[src/rtl/seq_adder_display.sv]
// seq_adder_display
//   Holds two WIDTH-bit operands written from the lcd_module touch input.
//   On a start pulse, it computes A + B + cin as a chunked ripple add.
//   The add takes CHUNK bits per cycle over NCHUNK = WIDTH/CHUNK cycles.
//   A busy/done handshake brackets the calculation.
//   The block also serves its lcd_module display slots.
//
// Parameters
//   WIDTH      operand/result width (1..32, multiple of CHUNK)
//   CHUNK      bits added per calculation cycle
//   DISP_BASE  first display_number slot owned by this block
//
// Ports
//   clk, resetn            clock; synchronous active-low reset
//   input_sel              0: input_value -> A, 1: input_value -> B
//   sw_cin                 carry-in, sampled with start
//   start                  single-cycle compute request (ignored unless idle)
//   input_valid            operand write strobe
//   input_value[31:0]      operand data (low WIDTH bits used)
//   display_number[5:0]    slot requested by lcd_module
//   display_valid          slot belongs to this block (registered)
//   display_name[39:0]     5-char ASCII label (registered)
//   display_value[31:0]    slot value, zero-extended (registered)
//   busy                   high while calculating
//   done                   one-cycle pulse when result/led_cout update
//   result[WIDTH-1:0]      last completed sum
//   led_cout               last completed carry-out
//
// Build option
//   SEQ_ADDER_STATS_EN  adds a 32-bit completed-operation counter.
//                       The counter is shown on slot DISP_BASE+3 as "COUNT".

module seq_adder_display #(
  parameter int WIDTH     = 32,
  parameter int CHUNK     = 8,
  parameter int DISP_BASE = 42
) (
  input  logic             clk,
  input  logic             resetn,
  input  logic             input_sel,
  input  logic             sw_cin,
  input  logic             start,
  input  logic             input_valid,
  input  logic [31:0]      input_value,
  input  logic [5:0]       display_number,
  output logic             display_valid,
  output logic [39:0]      display_name,
  output logic [31:0]      display_value,
  output logic             busy,
  output logic             done,
  output logic [WIDTH-1:0] result,
  output logic             led_cout
);

  localparam int NCHUNK = WIDTH / CHUNK;
  localparam int IDXW   = (NCHUNK > 1) ? $clog2(NCHUNK) : 1;

  typedef enum logic [1:0] {
    IDLE = 2'd0,
    CALC = 2'd1,
    DONE = 2'd2
  } state_t;

  state_t state, state_next;

  logic [WIDTH-1:0] a_reg, b_reg;
  logic [WIDTH-1:0] a_q, b_q, work, work_next;
  logic             carry;
  logic [IDXW-1:0]  idx;
  logic [CHUNK:0]   chunk_sum;
  logic             last_chunk;

  assign last_chunk = (idx == IDXW'(NCHUNK - 1));

  // FSM state register
  always_ff @(posedge clk) begin
    if (!resetn) state <= IDLE;
    else         state <= state_next;
  end

  // FSM next state and handshake outputs
  always_comb begin
    state_next = state;
    busy       = 1'b0;
    done       = 1'b0;
    case (state)
      IDLE: if (start) state_next = CALC;
      CALC: begin
        busy = 1'b1;
        if (last_chunk) state_next = DONE;
      end
      DONE: begin
        done       = 1'b1;
        state_next = IDLE;
      end
      default: state_next = IDLE;
    endcase
  end

  // One chunk of the ripple add.
  // work_next is the working sum with the current chunk filled in.
  // On the last chunk, work_next is the complete result.
  always_comb begin
    chunk_sum = {1'b0, a_q[idx*CHUNK +: CHUNK]}
              + {1'b0, b_q[idx*CHUNK +: CHUNK]}
              + {{CHUNK{1'b0}}, carry};
    work_next = work;
    work_next[idx*CHUNK +: CHUNK] = chunk_sum[CHUNK-1:0];
  end

  // Operands, snapshot and datapath.
  // The snapshot decouples the calculation from later operand writes.
  always_ff @(posedge clk) begin
    if (!resetn) begin
      a_reg    <= '0;
      b_reg    <= '0;
      a_q      <= '0;
      b_q      <= '0;
      work     <= '0;
      carry    <= 1'b0;
      idx      <= '0;
      result   <= '0;
      led_cout <= 1'b0;
    end else begin
      if (input_valid) begin
        if (input_sel) b_reg <= input_value[WIDTH-1:0];
        else           a_reg <= input_value[WIDTH-1:0];
      end
      if (state == IDLE && start) begin
        a_q   <= a_reg;
        b_q   <= b_reg;
        carry <= sw_cin;
        idx   <= '0;
        work  <= '0;
      end
      if (state == CALC) begin
        work  <= work_next;
        carry <= chunk_sum[CHUNK];
        idx   <= idx + 1'b1;
        if (last_chunk) begin
          result   <= work_next;
          led_cout <= chunk_sum[CHUNK];
        end
      end
    end
  end

`ifdef SEQ_ADDER_STATS_EN
  logic [31:0] op_count;

  always_ff @(posedge clk) begin
    if (!resetn)            op_count <= '0;
    else if (state == DONE) op_count <= op_count + 32'd1;
  end
`endif

  // Display slots, registered: one cycle from display_number to output.
  always_ff @(posedge clk) begin
    if (!resetn) begin
      display_valid <= 1'b0;
      display_name  <= '0;
      display_value <= '0;
    end else begin
      display_valid <= 1'b0;
      display_name  <= '0;
      display_value <= '0;
      if (display_number == 6'(DISP_BASE)) begin
        display_valid <= 1'b1;
        display_name  <= "ADD_1";
        display_value <= 32'(a_reg);
      end else if (display_number == 6'(DISP_BASE + 1)) begin
        display_valid <= 1'b1;
        display_name  <= "ADD_2";
        display_value <= 32'(b_reg);
      end else if (display_number == 6'(DISP_BASE + 2)) begin
        display_valid <= 1'b1;
        display_name  <= "RESUL";
        display_value <= 32'(result);
      end
`ifdef SEQ_ADDER_STATS_EN
      else if (display_number == 6'(DISP_BASE + 3)) begin
        display_valid <= 1'b1;
        display_name  <= "COUNT";
        display_value <= op_count;
      end
`endif
    end
  end

endmodule

[config.mk]
export PLATFORM = sky130hd
export DESIGN_NAME = seq_adder_display
export DESIGN_NICKNAME = d
export VERILOG_FILES = /design/src/rtl/seq_adder_display.sv
export SDC_FILE = /design/constraint.sdc
export NUM_CORES = 1
export LEC_CHECK = 0
export CORE_UTILIZATION = 40
export DETAILED_ROUTE_END_ITERATION = 8
export GPL_ROUTABILITY_DRIVEN = 1
export GPL_TIMING_DRIVEN = 1
export HOLD_SLACK_MARGIN = 0.15
export PLACE_DENSITY = 0.66
export RECOVER_POWER = 50
export SETUP_SLACK_MARGIN = 0.15
export SLEW_MARGIN = 20
export SYNTH_ARGS = -nofsm -noshare
export SYNTH_HDL_FRONTEND = slang
export SYNTH_SLANG_ARGS = --single-unit
[constraint.sdc]
create_clock -name clk -period 6.22 [get_ports clk]
set_input_delay 1.244 -clock clk [delete_from_list [all_inputs] [get_ports clk]]
set_output_delay 1.244 -clock clk [all_outputs]
set_load 0.02 [all_outputs]
==> report_table.html, run 1 <==
<table>
<tr><th>Metric</th><th>Value</th></tr>
<tr><th colspan="2">Run status</th></tr>
<tr><td>Status</td><td>finished, violations left</td></tr>
<tr><td>Violations in the final reports</td><td>capacitance limit, slew limit</td></tr>
<tr><th colspan="2">Route</th></tr>
<tr><td>Per-cell routed wire length</td><td>18.67 um</td></tr>
<tr><td>Router iterations before antenna repair</td><td>6</td></tr>
<tr><td>Final wirelength</td><td>28.66 mm</td></tr>
<tr><td>Number of DRC violations after detailed routing</td><td>0</td></tr>
<tr><td>Average via count per standard cell</td><td>5.360</td></tr>
<tr><td>Detailed-route via count</td><td>8228</td></tr>
<tr><td>Violation count after the first detailed-routing iteration</td><td>768</td></tr>
<tr><td>Antenna viol nets, final</td><td>0</td></tr>
<tr><th colspan="2">Worst setup path</th></tr>
<tr><td>Logic depth of the worst path, buffers included</td><td>7</td></tr>
<tr><td>Critical path capture point</td><td>display_value[14]</td></tr>
<tr><td>Startpoint of the most critical register-to-register path</td><td>idx[0]</td></tr>
<tr><td>Crit-path slowest cell</td><td>sky130_fd_sc_hd__clkbuf_1</td></tr>
<tr><td>Category of cells accounting for the largest share of critical-path delay</td><td>buffers and inverters</td></tr>
<tr><td>CP Data Arrival Time</td><td>5.37 ns</td></tr>
<tr><td>Largest stage delay, worst path</td><td>1.35 ns</td></tr>
<tr><td>Reg-to-reg setup timing slack</td><td>2.51 ns</td></tr>
<tr><td>Launching element of the worst setup path</td><td>resetn</td></tr>
<tr><td>WS Path Type</td><td>in2reg</td></tr>
<tr><td>Crit-path most repeated cell</td><td>sky130_fd_sc_hd__clkbuf_1</td></tr>
<tr><td>Kind of launch point of the worst setup path</td><td>primary input</td></tr>
<tr><td>Cells traversed along the worst timing path</td><td>dlygate4sd3_1 &gt; clkbuf_1 &gt; nand4b_1 &gt; nor4b_4 &gt; clkbuf_1 &gt; a222oi_1 &gt; inv_1</td></tr>
<tr><td>Capturing element type of the critical path</td><td>flip-flop</td></tr>
<tr><td>Maximum fanout count along the critical path</td><td>34</td></tr>
<tr><td>Combined buffer and inverter count along the critical path</td><td>4</td></tr>
<tr><td>Crit Reg-Reg Endpoint</td><td>work[23]</td></tr>
<tr><td>Endpoint required time on the critical path</td><td>6.68 ns</td></tr>
<tr><td>Worst Reg2Reg Path Length in Cells</td><td>7</td></tr>
<tr><th colspan="2">Clock network</th></tr>
<tr><td>Clk root buf</td><td>sky130_fd_sc_hd__clkbuf_16</td></tr>
<tr><td>Number of sinks on the clock net</td><td>235</td></tr>
<tr><td>Cts bufs inserted</td><td>25</td></tr>
<tr><td>Maximum count of clock buffers along a single path</td><td>3</td></tr>
<tr><td>Post-cts hold buffer count</td><td>0</td></tr>
<tr><td># H-tree levels</td><td>1</td></tr>
<tr><td>Total of cells resized after clock tree synthesis</td><td>0</td></tr>
<tr><td>Clock latency on the worst-skew pair</td><td>0.53 ns</td></tr>
<tr><td>TritonCTS clock tree</td><td>done</td></tr>
<tr><td>Clock transition at the registers of the reported paths</td><td>0.06 ns</td></tr>
<tr><td>Post-CTS setup buffer count</td><td>0</td></tr>
<tr><th colspan="2">Synth</th></tr>
<tr><td>Fraction of post-synthesis cell area in the top cell type by area</td><td>49.35%</td></tr>
<tr><td>Number of enable flip-flop cells after synthesis</td><td>0</td></tr>
<tr><td>Area contributors post-synth</td><td>sky130_fd_sc_hd__dfxtp_1, sky130_fd_sc_hd__nand2_1, sky130_fd_sc_hd__a21oi_1</td></tr>
<tr><td>Cell area after synthesis</td><td>9533 um2</td></tr>
<tr><td>Average cell area after synthesis</td><td>8.512 um2</td></tr>
<tr><td>Synth warn</td><td>0</td></tr>
<tr><td>Distinct cell type count after synthesis</td><td>53</td></tr>
<tr><td>Asr flop ratio synth</td><td>0%</td></tr>
<tr><td>Syn Inst Count</td><td>1120</td></tr>
<tr><td>Share of synthesized area occupied by flip-flops and latches</td><td>49.35%</td></tr>
<tr><td>Cell type contributing the most total cell area after synthesis</td><td>sky130_fd_sc_hd__dfxtp_1</td></tr>
<tr><td>Post-synthesis register bit count</td><td>235</td></tr>
<tr><td>Leading register cell type out of synthesis</td><td>sky130_fd_sc_hd__dfxtp_1</td></tr>
<tr><th colspan="2">GRT</th></tr>
<tr><td>Pin count of the biggest net entering global routing</td><td>78</td></tr>
<tr><td>Vias in the first global route</td><td>7844</td></tr>
<tr><td>Number of antenna violations at the first check in global routing</td><td>0</td></tr>
<tr><td>Overall routing resource usage</td><td>23.69%</td></tr>
<tr><td>Remaining global-route overflow</td><td>0</td></tr>
<tr><td>Global-route wire length before repair</td><td>44.72 mm</td></tr>
<tr><th colspan="2">Floorplan</th></tr>
<tr><td>Die Span Y</td><td>156.4 um</td></tr>
<tr><td>Standard-cell row count</td><td>56</td></tr>
<tr><td>Initial Util</td><td>40.73%</td></tr>
<tr><td>Top-level port count</td><td>152</td></tr>
<tr><td>Placeable core area</td><td>23400 um2</td></tr>
<tr><td>Overall die area</td><td>24450 um2</td></tr>
<tr><td>Horiz. Die Dim</td><td>156.4 um</td></tr>
<tr><th colspan="2">STA</th></tr>
<tr><td>Setup clock skew after layout</td><td>0.01114 ns</td></tr>
<tr><td>Final period demand of the worst path</td><td>4.908 ns</td></tr>
<tr><td>Max-slew violation count</td><td>177</td></tr>
<tr><td>Setup violations, final</td><td>0</td></tr>
<tr><td>Final total negative setup slack</td><td>0 ns</td></tr>
<tr><td>Relative slew slack</td><td>-70.13%</td></tr>
<tr><td>Final Hold Vio Count</td><td>0</td></tr>
<tr><td>Highest clock rate</td><td>203.8 MHz</td></tr>
<tr><td>RSZ-0062 raised after global routing</td><td>false</td></tr>
<tr><td>Fraction of the cycle the final worst path needs</td><td>78.90%</td></tr>
<tr><td>Slew @ Worst Pin</td><td>2.552 ns</td></tr>
<tr><th colspan="2">Final layout</th></tr>
<tr><td>Number of antenna repair diodes</td><td>0</td></tr>
<tr><td>Fraction of layout instances using a drive strength above 1</td><td>6.414%</td></tr>
<tr><td>Post-route non-filler standard cell count</td><td>1535</td></tr>
<tr><td>Most frequent cells in the layout</td><td>sky130_fd_sc_hd__nand2_1, sky130_fd_sc_hd__dfxtp_1, sky130_fd_sc_hd__a21oi_1</td></tr>
<tr><td>Post-route cell area</td><td>11730 um2</td></tr>
<tr><td>Final #Nets</td><td>1256</td></tr>
<tr><td>FILL cells</td><td>2265</td></tr>
<tr><td>Most common cell after layout, fill and taps aside</td><td>sky130_fd_sc_hd__nand2_1</td></tr>
<tr><td>Area growth from synthesis to layout</td><td>23.05%</td></tr>
<tr><th colspan="2">Placed design</th></tr>
<tr><td>Placed Area</td><td>10880 um2</td></tr>
<tr><td>Number of buffers added on ports</td><td>136</td></tr>
<tr><td>Post-DP HPWL</td><td>19.66 mm</td></tr>
<tr><td>Total placed cells including tap cells</td><td>1488</td></tr>
<tr><td>Final weighted congestion in routability-driven placement</td><td>0.8793</td></tr>
<tr><th colspan="2">Job</th></tr>
<tr><td># Max-Cap Violations</td><td>4</td></tr>
<tr><th colspan="2">Power and ir drop</th></tr>
<tr><td>Leakage power summed over all cells</td><td>4.567 nW</td></tr>
<tr><td>Maximum vdd ir drop</td><td>0.1500 mV</td></tr>
<tr><td>Total power divided by cell area</td><td>284.5 nW/um2</td></tr>
<tr><td>Part of the power in registers</td><td>47.0%</td></tr>
<tr><td>Switching Power</td><td>0.7817 mW</td></tr>
<tr><td>Power consumption</td><td>3.337 mW</td></tr>
<tr><td>Switching part of the total power</td><td>23.43%</td></tr>
<tr><td>Internal power</td><td>2.555 mW</td></tr>
<tr><td>Fraction of power consumed by the clock network</td><td>46.1%</td></tr>
<tr><td>Fraction of power consumed by combinational cells</td><td>6.9%</td></tr>
<tr><th colspan="2">Min path</th></tr>
<tr><td>Hold WC Path Type</td><td>reg2reg</td></tr>
</table>
tightest hold or removal path, delay by kind of cell, from the launching register on:
| kind | cells | cell delay (ns) |
|---|---|---|
| AO/OA/AOI/OAI | 1 | 0.05 |
| flip-flops | 1 | 0.31 |
| buffers and inverters | 1 | 0.05 |
per-layer routing:
| layer | global-route usage [%] | wire length, um |
|---|---|---|
| met5 | 0 | 0 |
| met1 | 32.26 | 12320 |
| met2 | 38.90 | 13700 |
| met3 | 3.628 | 1991 |
| met4 | 6.489 | 646 |
power groups by stage:
stage / Clock (mW) / Sequential (mW) / Combinational, mW
after floorplan: 0 / 1.59 / 0.154
after global placement: 0 / 1.60 / 0.223
after detailed placement: 0 / 1.60 / 0.226
after CTS: 1.55 / 1.57 / 0.227
after global routing: 1.61 / 1.57 / 0.251
final: 1.54 / 1.57 / 0.230
cell families after synthesis:
logic type                 count (synthesis)  share of synthesized area (%)
and+or+nand+nor                          366                          15.86
muxes                                     16                          3.780
DFF                                      235                          49.35
xor gates and xnor gates                   4                         0.3676
AOI/OAI and AO/OA                        307                          19.61
buffers and inverters                    176                          8.872
other                                      1                        0.03934
adders and majority gates                 15                          2.126
cell type report:
type / count / area (um2) / share of cell area, %
Tap cell: 319 / 399.1 / 3.403
Inverter: 61 / 231.5 / 1.973
Sequential cell: 235 / 4705 / 40.11
Multi-Input combinational cell: 723 / 4075 / 34.74
Timing Repair Buffer: 151 / 1468 / 12.51
Clock inverter: 7 / 113.9 / 0.9707
Clock buffer: 39 / 738.2 / 6.293
cell usage after synthesis, drive strengths merged (2+ instances only):
library cell  number
o21a               3
nor2b              8
nand3             12
a21o               6
ha                13
a221oi             5
a22oi             12
and2               6
nand2b             6
clkbuf            41
mux4              16
a31oi              5
a21oi            171
fa                 2
o22ai             17
xnor2              3
o2bb2ai            4
buf               74
o21ai             35
nor2              36
nand2            280
inv               61
nor4bb             2
nor3               6
dfxtp            235
or3                2
a222oi            33
a211oi             8
worst min path at each step:
stage | cells after the start | to | from | slack (ns)
after floorplan | 2 | work[14] | work[14] | 0.43
after global placement | 2 | work[19] | work[19] | 0.44
after detailed placement | 2 | work[12] | work[12] | 0.44
after CTS | 2 | work[12] | work[12] | 0.45
after global routing | 2 | b_q[7] | b_q[7] | 0.47
final | 2 | work[12] | work[12] | 0.45
through the flow:
stage,worst slack [ns],utilization [%],hold slack [ns]
floorplan,3.194,-,0.4255
global placement,2.415,46.48,0.4355
detailed placement,2.342,46.48,0.4430
CTS,2.114,50.12,0.4535
global route,0.9869,50.12,0.4690
finish,1.312,50.12,0.4530
No activity file was read; power rests on OpenSTA's default activity.
==> run 2, diff against run 1 <==
--- a/config.mk
+++ b/config.mk
@@ -10,7 +10,7 @@
 export GPL_ROUTABILITY_DRIVEN = 1
 export GPL_TIMING_DRIVEN = 1
 export HOLD_SLACK_MARGIN = 0.15
-export PLACE_DENSITY = 0.66
+export PLACE_DENSITY = 0.69
 export RECOVER_POWER = 50
 export SETUP_SLACK_MARGIN = 0.15
 export SLEW_MARGIN = 20
==> constraint.sdc (replaced) <==
create_clock -name clk -period 4 [get_ports clk]
set_input_delay 0.8 -clock clk [delete_from_list [all_inputs] [get_ports clk]]
set_output_delay 0.8 -clock clk [all_outputs]
set_load 0.02 [all_outputs]
==> report_table.html, run 2 (synthesis gave the netlist of run 1 again) <==
<table>
<tr><th>Metric</th><th>Value</th></tr>
<tr><th colspan="2">Route</th></tr>
<tr><td>Per-cell routed wire length</td><td>18.57 um</td></tr>
<tr><td>Number of DRC violations after detailed routing</td><td>0</td></tr>
<tr><td>Antenna viol nets, final</td><td>0</td></tr>
<tr><td>Average via count per standard cell</td><td>5.384</td></tr>
<tr><td>Router iterations before antenna repair</td><td>7</td></tr>
<tr><td>Final wirelength</td><td>28.56 mm</td></tr>
<tr><td>Violation count after the first detailed-routing iteration</td><td>832</td></tr>
<tr><td>Detailed-route via count</td><td>8281</td></tr>
<tr><th colspan="2">STA</th></tr>
<tr><td>Final period demand of the worst path</td><td>3.577 ns</td></tr>
<tr><td>Slew @ Worst Pin</td><td>1.777 ns</td></tr>
<tr><td>Fraction of the cycle the final worst path needs</td><td>89.42%</td></tr>
<tr><td>RSZ-0062 raised after global routing</td><td>false</td></tr>
<tr><td>Relative slew slack</td><td>-18.44%</td></tr>
<tr><td>Final Hold Vio Count</td><td>0</td></tr>
<tr><td>PnR worst setup slack</td><td>0.4234 ns</td></tr>
<tr><td>Max-slew violation count</td><td>34</td></tr>
<tr><td>Final total negative setup slack</td><td>0 ns</td></tr>
<tr><td>Setup clock skew after layout</td><td>0.01111 ns</td></tr>
<tr><td>Worst slack on hold paths</td><td>0.4536 ns</td></tr>
<tr><td>Highest clock rate</td><td>279.6 MHz</td></tr>
<tr><td>Setup violations, final</td><td>0</td></tr>
<tr><th colspan="2">Final layout</th></tr>
<tr><td>Multi-input gate area</td><td>4056 um2</td></tr>
<tr><td>Most frequent cells in the layout</td><td>sky130_fd_sc_hd__nand2_1, sky130_fd_sc_hd__dfxtp_1, sky130_fd_sc_hd__a21oi_1</td></tr>
<tr><td>Final #Nets</td><td>1262</td></tr>
<tr><td>Post-layout util</td><td>49.99%</td></tr>
<tr><td>Most common cell after layout, fill and taps aside</td><td>sky130_fd_sc_hd__nand2_1</td></tr>
<tr><td>Post-route non-filler standard cell count</td><td>1538</td></tr>
<tr><td>FILL cells</td><td>2238</td></tr>
<tr><td>Fraction of layout instances using a drive strength above 1</td><td>7.055%</td></tr>
<tr><td>Post-route cell area</td><td>11700 um2</td></tr>
<tr><td>Storage cell area</td><td>4705 um2</td></tr>
<tr><td>Number of antenna repair diodes</td><td>0</td></tr>
<tr><td>Area growth from synthesis to layout</td><td>22.72%</td></tr>
<tr><th colspan="2">GRT</th></tr>
<tr><td>Vias in the first global route</td><td>7674</td></tr>
<tr><td>Overall routing resource usage</td><td>23.23%</td></tr>
<tr><td>Remaining global-route overflow</td><td>0</td></tr>
<tr><td>Pin count of the biggest net entering global routing</td><td>106</td></tr>
<tr><td>Global-route wire length before repair</td><td>43.55 mm</td></tr>
<tr><td>Number of antenna violations at the first check in global routing</td><td>0</td></tr>
<tr><th colspan="2">Worst setup path</th></tr>
<tr><td>Endpoint required time on the critical path</td><td>4.43 ns</td></tr>
<tr><td>WS Path Type</td><td>in2reg</td></tr>
<tr><td>Capturing element type of the critical path</td><td>flip-flop</td></tr>
<tr><td>Kind of launch point of the worst setup path</td><td>primary input</td></tr>
<tr><td>Maximum fanout count along the critical path</td><td>105</td></tr>
<tr><td>CP Data Arrival Time</td><td>4.00 ns</td></tr>
<tr><td>Worst Reg2Reg Path Length in Cells</td><td>10</td></tr>
<tr><th colspan="2">Placed design</th></tr>
<tr><td>Final weighted congestion in routability-driven placement</td><td>0.9002</td></tr>
<tr><td>Setup Slack @ Placement</td><td>0.9032 ns</td></tr>
<tr><td>Placed Area</td><td>10930 um2</td></tr>
<tr><td>Post-DP HPWL</td><td>20.09 mm</td></tr>
<tr><td>Number of buffers added on ports</td><td>136</td></tr>
<tr><td>Total placed cells including tap cells</td><td>1495</td></tr>
<tr><th colspan="2">Clock network</th></tr>
<tr><td>Total of cells resized after clock tree synthesis</td><td>0</td></tr>
<tr><td># H-tree levels</td><td>1</td></tr>
<tr><td>TritonCTS clock tree</td><td>done</td></tr>
<tr><td>Clock latency on the worst-skew pair</td><td>0.53 ns</td></tr>
<tr><td>Post-CTS setup buffer count</td><td>0</td></tr>
<tr><td>Maximum count of clock buffers along a single path</td><td>3</td></tr>
<tr><td>Post-cts hold buffer count</td><td>0</td></tr>
<tr><td>Cts bufs inserted</td><td>25</td></tr>
<tr><td>Number of sinks on the clock net</td><td>235</td></tr>
<tr><td>Clock transition at the registers of the reported paths</td><td>0.06 ns</td></tr>
<tr><td>Clk root buf</td><td>sky130_fd_sc_hd__clkbuf_16</td></tr>
<tr><th colspan="2">Power and ir drop</th></tr>
<tr><td>Internal power</td><td>3.858 mW</td></tr>
<tr><td>Power consumption</td><td>5.062 mW</td></tr>
<tr><td>Fraction of power consumed by the clock network</td><td>44.9%</td></tr>
<tr><td>Fraction of power consumed by combinational cells</td><td>7.1%</td></tr>
<tr><td>Part of the power in registers</td><td>48.0%</td></tr>
<tr><td>Total power divided by cell area</td><td>432.7 nW/um2</td></tr>
<tr><td>Switching part of the total power</td><td>23.79%</td></tr>
<tr><td>Switching Power</td><td>1.204 mW</td></tr>
<tr><td>Maximum vdd ir drop</td><td>0.3110 mV</td></tr>
<tr><td>Leakage power summed over all cells</td><td>4.564 nW</td></tr>
<tr><th colspan="2">Run status</th></tr>
<tr><td>Status</td><td>finished, violations left</td></tr>
<tr><td>Violations in the final reports</td><td>capacitance limit, slew limit</td></tr>
<tr><th colspan="2">Floorplan</th></tr>
<tr><td>Standard-cell row count</td><td>56</td></tr>
<tr><td>Overall die area</td><td>24450 um2</td></tr>
<tr><td>Top-level port count</td><td>152</td></tr>
<tr><td>Placeable core area</td><td>23400 um2</td></tr>
<tr><td>Initial Util</td><td>40.73%</td></tr>
<tr><td>Die Span Y</td><td>156.4 um</td></tr>
<tr><td>Horiz. Die Dim</td><td>156.4 um</td></tr>
<tr><th colspan="2">Min path</th></tr>
<tr><td>Number of stages on the worst hold path</td><td>2</td></tr>
<tr><td>Hold WC Path Type</td><td>reg2reg</td></tr>
<tr><th colspan="2">Job</th></tr>
<tr><td># Max-Cap Violations</td><td>1</td></tr>
</table>
## run 2: per-layer routing
metal	wire (um)	vias to the layer above	GRT usage (%)	part of all wire, %
met1	12160	3959	31.09	43
met4	758	0	7.423	2.7
met2	13490	314	38.37	47
met5	0	-	0	0
li1	-	3954	-	-
met3	2146	54	3.489	7.5
## run 2: power by group through the flow
stage | combinational, mW | clock, mW | sequential, mW
global route | 0.388 | 2.39 | 2.44
finish | 0.359 | 2.27 | 2.43
detailed placement | 0.358 | 0 | 2.48
CTS | 0.359 | 2.29 | 2.43
global placement | 0.354 | 0 | 2.48
floorplan | 0.240 | 0 | 2.47
## run 2: critical path: stages
cell,delay [ns]
sky130_fd_sc_hd__dlygate4sd3_1,0.55
sky130_fd_sc_hd__clkbuf_1,0.93
sky130_fd_sc_hd__inv_4,0.50
sky130_fd_sc_hd__clkbuf_4,0.77
sky130_fd_sc_hd__a21oi_1,0.36
## run 2: layout make-up
class                      count  area share, %
timing repair buffer         157          12.89
clock buffer                  33          5.947
inverter                      61          1.979
clock inverter                10         0.8877
multi-input combinational    723          34.67
sequential                   235          40.21
tap                          319          3.412
## run 2: path summary, 6_finish.rpt
kind	from	to	slack (ns)
worst max-delay path	resetn	a_q[30]	0.42
worst min-delay path	work[21]	work[21]	0.45
worst max register to register	idx[0]	work[4]	0.79
worst min register to register	work[21]	work[21]	0.45
==> run 3, diff against run 2 <==
--- a/config.mk
+++ b/config.mk
@@ -5,7 +5,7 @@
 export SDC_FILE = /design/constraint.sdc
 export NUM_CORES = 1
 export LEC_CHECK = 0
-export CORE_UTILIZATION = 40
+export CORE_UTILIZATION = 45
 export DETAILED_ROUTE_END_ITERATION = 8
 export GPL_ROUTABILITY_DRIVEN = 1
 export GPL_TIMING_DRIVEN = 1
==> constraint.sdc (replaced) <==
create_clock -name clk -period 3.93 [get_ports clk]
set_input_delay 0.786 -clock clk [delete_from_list [all_inputs] [get_ports clk]]
set_output_delay 0.786 -clock clk [all_outputs]
set_load 0.02 [all_outputs]
==> report_table.html, run 3 (synthesis gave the netlist of run 1 again) <==
<table>
<tr><th>Metric</th><th>Value</th></tr>
<tr><th colspan="2">Final layout</th></tr>
<tr><td>FILL cells</td><td>1874</td></tr>
<tr><td>Most frequent cells in the layout</td><td>sky130_fd_sc_hd__nand2_1, sky130_fd_sc_hd__dfxtp_1, sky130_fd_sc_hd__a21oi_1</td></tr>
<tr><td>Post-route non-filler standard cell count</td><td>1490</td></tr>
<tr><td>Number of antenna repair diodes</td><td>0</td></tr>
<tr><td>Post-route cell area</td><td>11730 um2</td></tr>
<tr><td>Final #Nets</td><td>1260</td></tr>
<tr><td>Post-layout util</td><td>57.21%</td></tr>
<tr><td>Area growth from synthesis to layout</td><td>23.00%</td></tr>
<tr><td>Fraction of layout instances using a drive strength above 1</td><td>7.049%</td></tr>
<tr><td>Most common cell after layout, fill and taps aside</td><td>sky130_fd_sc_hd__nand2_1</td></tr>
<tr><th colspan="2">Floorplan</th></tr>
<tr><td>Initial Util</td><td>46.51%</td></tr>
<tr><td>Placeable core area</td><td>20490 um2</td></tr>
<tr><td>Horiz. Die Dim</td><td>147.5 um</td></tr>
<tr><td>Die Span Y</td><td>147.5 um</td></tr>
<tr><td>Top-level port count</td><td>152</td></tr>
<tr><td>Overall die area</td><td>21770 um2</td></tr>
<tr><td>Standard-cell row count</td><td>52</td></tr>
<tr><th colspan="2">Run status</th></tr>
<tr><td>Violations in the final reports</td><td>capacitance limit, slew limit</td></tr>
<tr><td>Status</td><td>finished, violations left</td></tr>
<tr><th colspan="2">Placed design</th></tr>
<tr><td>Total placed cells including tap cells</td><td>1444</td></tr>
<tr><td>Final weighted congestion in routability-driven placement</td><td>0.8811</td></tr>
<tr><td>Post-DP HPWL</td><td>19.20 mm</td></tr>
<tr><td>Number of buffers added on ports</td><td>136</td></tr>
<tr><td>Placed Area</td><td>10860 um2</td></tr>
<tr><td>Setup Slack @ Placement</td><td>0.8439 ns</td></tr>
<tr><th colspan="2">STA</th></tr>
<tr><td>Highest clock rate</td><td>288.9 MHz</td></tr>
<tr><td>PnR worst setup slack</td><td>0.4688 ns</td></tr>
<tr><td>Final Hold Vio Count</td><td>0</td></tr>
<tr><td>Fraction of the cycle the final worst path needs</td><td>88.07%</td></tr>
<tr><td>Setup violations, final</td><td>0</td></tr>
<tr><td>Setup clock skew after layout</td><td>0.02126 ns</td></tr>
<tr><td>Final total negative setup slack</td><td>0 ns</td></tr>
<tr><td>Worst slack on hold paths</td><td>0.4495 ns</td></tr>
<tr><td>Final period demand of the worst path</td><td>3.461 ns</td></tr>
<tr><td>Max-slew violation count</td><td>69</td></tr>
<tr><td>Slew @ Worst Pin</td><td>1.960 ns</td></tr>
<tr><td>Relative slew slack</td><td>-30.65%</td></tr>
<tr><td>RSZ-0062 raised after global routing</td><td>false</td></tr>
<tr><th colspan="2">Power and ir drop</th></tr>
<tr><td>Leakage power summed over all cells</td><td>4.552 nW</td></tr>
<tr><td>Total power divided by cell area</td><td>457.2 nW/um2</td></tr>
<tr><td>Power consumption</td><td>5.360 mW</td></tr>
<tr><td>Maximum vdd ir drop</td><td>0.2757 mV</td></tr>
<tr><th colspan="2">GRT</th></tr>
<tr><td>Pin count of the biggest net entering global routing</td><td>106</td></tr>
<tr><td>Global-route wire length before repair</td><td>43.86 mm</td></tr>
<tr><td>Vias in the first global route</td><td>7719</td></tr>
<tr><td>Remaining global-route overflow</td><td>0</td></tr>
<tr><td>Number of antenna violations at the first check in global routing</td><td>1</td></tr>
<tr><td>Overall routing resource usage</td><td>25.86%</td></tr>
<tr><th colspan="2">Worst setup path</th></tr>
<tr><td>Launching element of the worst setup path</td><td>resetn</td></tr>
<tr><td>Reg-to-reg setup timing slack</td><td>0.69 ns</td></tr>
<tr><td>Kind of launch point of the worst setup path</td><td>primary input</td></tr>
<tr><td>Endpoint required time on the critical path</td><td>4.40 ns</td></tr>
<tr><td>Crit Reg-Reg Endpoint</td><td>work[12]</td></tr>
<tr><td>Maximum fanout count along the critical path</td><td>33</td></tr>
<tr><td>Worst Reg2Reg Path Length in Cells</td><td>10</td></tr>
<tr><td>CP Data Arrival Time</td><td>3.93 ns</td></tr>
<tr><td>WS Path Type</td><td>in2reg</td></tr>
<tr><td>Capturing element type of the critical path</td><td>flip-flop</td></tr>
<tr><td>Critical path capture point</td><td>display_value[14]</td></tr>
<tr><td>Startpoint of the most critical register-to-register path</td><td>idx[0]</td></tr>
<tr><th colspan="2">Route</th></tr>
<tr><td>Detailed-route via count</td><td>8294</td></tr>
<tr><td>Router iterations before antenna repair</td><td>7</td></tr>
<tr><td>Final wirelength</td><td>28.25 mm</td></tr>
<tr><td>Average via count per standard cell</td><td>5.566</td></tr>
<tr><td>Violation count after the first detailed-routing iteration</td><td>890</td></tr>
<tr><td>Number of DRC violations after detailed routing</td><td>0</td></tr>
<tr><td>Per-cell routed wire length</td><td>18.96 um</td></tr>
<tr><td>Antenna viol nets, final</td><td>0</td></tr>
<tr><th colspan="2">Clock network</th></tr>
<tr><td>Cts bufs inserted</td><td>25</td></tr>
<tr><td>Clock latency on the worst-skew pair</td><td>0.53 ns</td></tr>
<tr><td>Total of cells resized after clock tree synthesis</td><td>0</td></tr>
<tr><td># H-tree levels</td><td>1</td></tr>
<tr><td>Post-cts hold buffer count</td><td>0</td></tr>
<tr><td>Maximum count of clock buffers along a single path</td><td>3</td></tr>
<tr><td>TritonCTS clock tree</td><td>done</td></tr>
<tr><td>Clock transition at the registers of the reported paths</td><td>0.06 ns</td></tr>
<tr><td>Post-CTS setup buffer count</td><td>0</td></tr>
<tr><td>Number of sinks on the clock net</td><td>235</td></tr>
<tr><td>Clk root buf</td><td>sky130_fd_sc_hd__clkbuf_16</td></tr>
<tr><th colspan="2">Min path</th></tr>
<tr><td>Hold WC Path Type</td><td>reg2reg</td></tr>
<tr><td>Worst min-delay path startpoint</td><td>a_q[30]</td></tr>
<tr><th colspan="2">Job</th></tr>
<tr><td># Max-Cap Violations</td><td>2</td></tr>
</table>
[run 3: cell count changes in the layout (fill, tap and decap cells not counted), moves of 2 or more]
cell / before / now
sky130_fd_sc_hd__clkdlybuf4s50_1: 80 / 92
sky130_fd_sc_hd__clkinv_2: 7 / 5
sky130_fd_sc_hd__dlygate4sd3_1: 56 / 44
sky130_fd_sc_hd__buf_4: 17 / 14
sky130_fd_sc_hd__buf_12: 0 / 2
sky130_fd_sc_hd__clkbuf_8: 4 / 7
sky130_fd_sc_hd__bufinv_16: 2 / 4
[run 3: final cells by class]
type                       instances  area (um2)  area share, %
clock buffer                      35       733.2          6.253
sequential                       235        4705          40.12
timing repair buffer             155        1518          12.94
clock inverter                    11       161.4          1.377
multi-input combinational        723        4039          34.45
inverter                          61       231.5          1.974
tap                              270       337.8          2.881
[run 3: how the worst min path moves through the flow]
stage / to / slack [ns] / cells past startpoint
3_5_place_dp: a_q[30] / 0.44 / 2
6_report: a_q[30] / 0.45 / 2
3_3_place_gp: work[22] / 0.44 / 2
2_1_floorplan: work[14] / 0.43 / 2
5_1_grt: a_q[30] / 0.47 / 2
4_1_cts: a_q[30] / 0.45 / 2
[run 3: worst max-delay path: stages]
cell                            delay [ns]
sky130_fd_sc_hd__dlygate4sd3_1        0.55
sky130_fd_sc_hd__nand4b_1             0.14
sky130_fd_sc_hd__nor3b_1              0.36
sky130_fd_sc_hd__nor2b_2              0.20
sky130_fd_sc_hd__clkbuf_1             1.40
sky130_fd_sc_hd__a222oi_1             0.33
sky130_fd_sc_hd__inv_1                0.14
[run 3: power by group]
part           internal (mW)  leakage (nW)  switching (mW)
Combinational          0.129          2.21           0.238
Clock                   1.56         0.443           0.958
Sequential              2.43          1.90          0.0408
[run 3: per-layer routing]
layer  share of wire, %  vias up  wire (um)  global-route usage (%)
li1                   -     3941          -                       -
met1                 42     3955      11800                   35.06
met2                 47      342      13310                   41.96
met3                8.3       56       2355                   4.321
met4                2.7        0        775                   8.351
met5                  0        -          0                       0
==> RTL change (settings of run 2) <==
Register the output `led_cout` once more; this adds one clock of latency there. The other outputs are not delayed to match. Comments in the files are not updated.
--- a/src/rtl/seq_adder_display.sv
+++ b/src/rtl/seq_adder_display.sv
@@ -62,4 +62,6 @@
   } state_t;
 
+  logic led_cout_s0;
+
   state_t state, state_next;
 
@@ -121,5 +123,5 @@
       idx      <= '0;
       result   <= '0;
-      led_cout <= 1'b0;
+      led_cout_s0 <= 1'b0;
     end else begin
       if (input_valid) begin
@@ -140,5 +142,5 @@
         if (last_chunk) begin
           result   <= work_next;
-          led_cout <= chunk_sum[CHUNK];
+          led_cout_s0 <= chunk_sum[CHUNK];
         end
       end
@@ -188,4 +190,8 @@
   end
 
+  always_ff @(posedge clk) begin
+    led_cout <= led_cout_s0;
+  end
+
 endmodule
 
Function: no difference found for any inputs over 4 cycles, from zero or initial values and one cycle with resetn low; that may be too few to reach the edited logic, so the function may still have changed.
==> RTL change against run 2 <==
The flow still finishes with violations (capacitance limit, slew limit); synthesized cell count hardly changed; synthesized area is 0.84% higher; largest power group unchanged; worst setup slack worse by 0.10 ns; sequential cell count is 1 higher; power is 2.2% higher; wire length is 2.5% higher; global-route usage is 0.63 points higher; design area is 1.2% higher.
==> RTL change: results (changes against run 2) <==
Hold Path Origin=led_cout_s0$_SDFFE_PN0P_ (was work[21]$_SDFFE_PN0P_); internal power=0.00394 W (was 0.00386 W); multi-input gates=730 (was 723); R2R cell count=9 (was 10); CP peak stage delay=1.36 ns (was 0.93 ns); global-route wire length before repair=45,300 microns (was 43,500 microns); max-cap violation count=3 (was 1); DP Worst Slack=0.640 ns (was 0.903 ns); largest net degree at the start of global routing=79 (was 106); sequential power share=47.3% (was 48.0%); Seq/total area=39.9% (was 40.2%); failing checks=capacitance limit, slew limit (unchanged); Tmin final=3.68 ns (was 3.58 ns); Buffers, non-clock=161 (was 157); arrival time worst endpoint=4.13 ns (was 4.00 ns); status=finished, violations left (unchanged); R2R setup slack=0.62 ns (was 0.79 ns); Clock buffer cells=34 (was 33); initial antenna violation count=1 (was 0); Syn Inst Count=1,119 (was 1,120); Leakage=4.64 nW (was 4.56 nW); max-slew violation count=103 (was 34); multi-input combinational area share=35.0% (was 34.7%); Yosys reg bits=236 (was 235); Hold EP=led_cout$_DFF_P_ (was work[21]$_SDFFE_PN0P_)
[RTL change: cell count changes in the layout (fill, tap and decap cells not counted), moves of 5 or more]
cell and change:
nand3_1 +8, a22oi_1 -6, o22ai_1 -15, nor2_1 +12, and3_1 +6, dlygate4sd3_1 -12, a21oi_1 -15, inv_1 -9
o2bb2ai_1 +5, clkdlybuf4s50_1 +12, a22o_1 +9, o21ai_0 -9
[RTL change: logic make-up after synthesis]
kind of cell | share of synthesized area, %
xor+xnor | 0.273
mux | 3.85
compound gates | 19.0
flops | 49.1
fa+ha+maj | 2.11
other cells | 0.0390
buf+inv | 8.47
simple gates | 17.1
[RTL change: metal layers]
metal / up-vias / GRT usage [%] / part of all wire [%]
met5: - / 0 / 0.044
met3: 51 / 3.99 / 9.8
li1: 3989 / - / -
met1: 3925 / 34.1 / 44
met4: 2 / 7.63 / 2.7
met2: 430 / 36.5 / 43
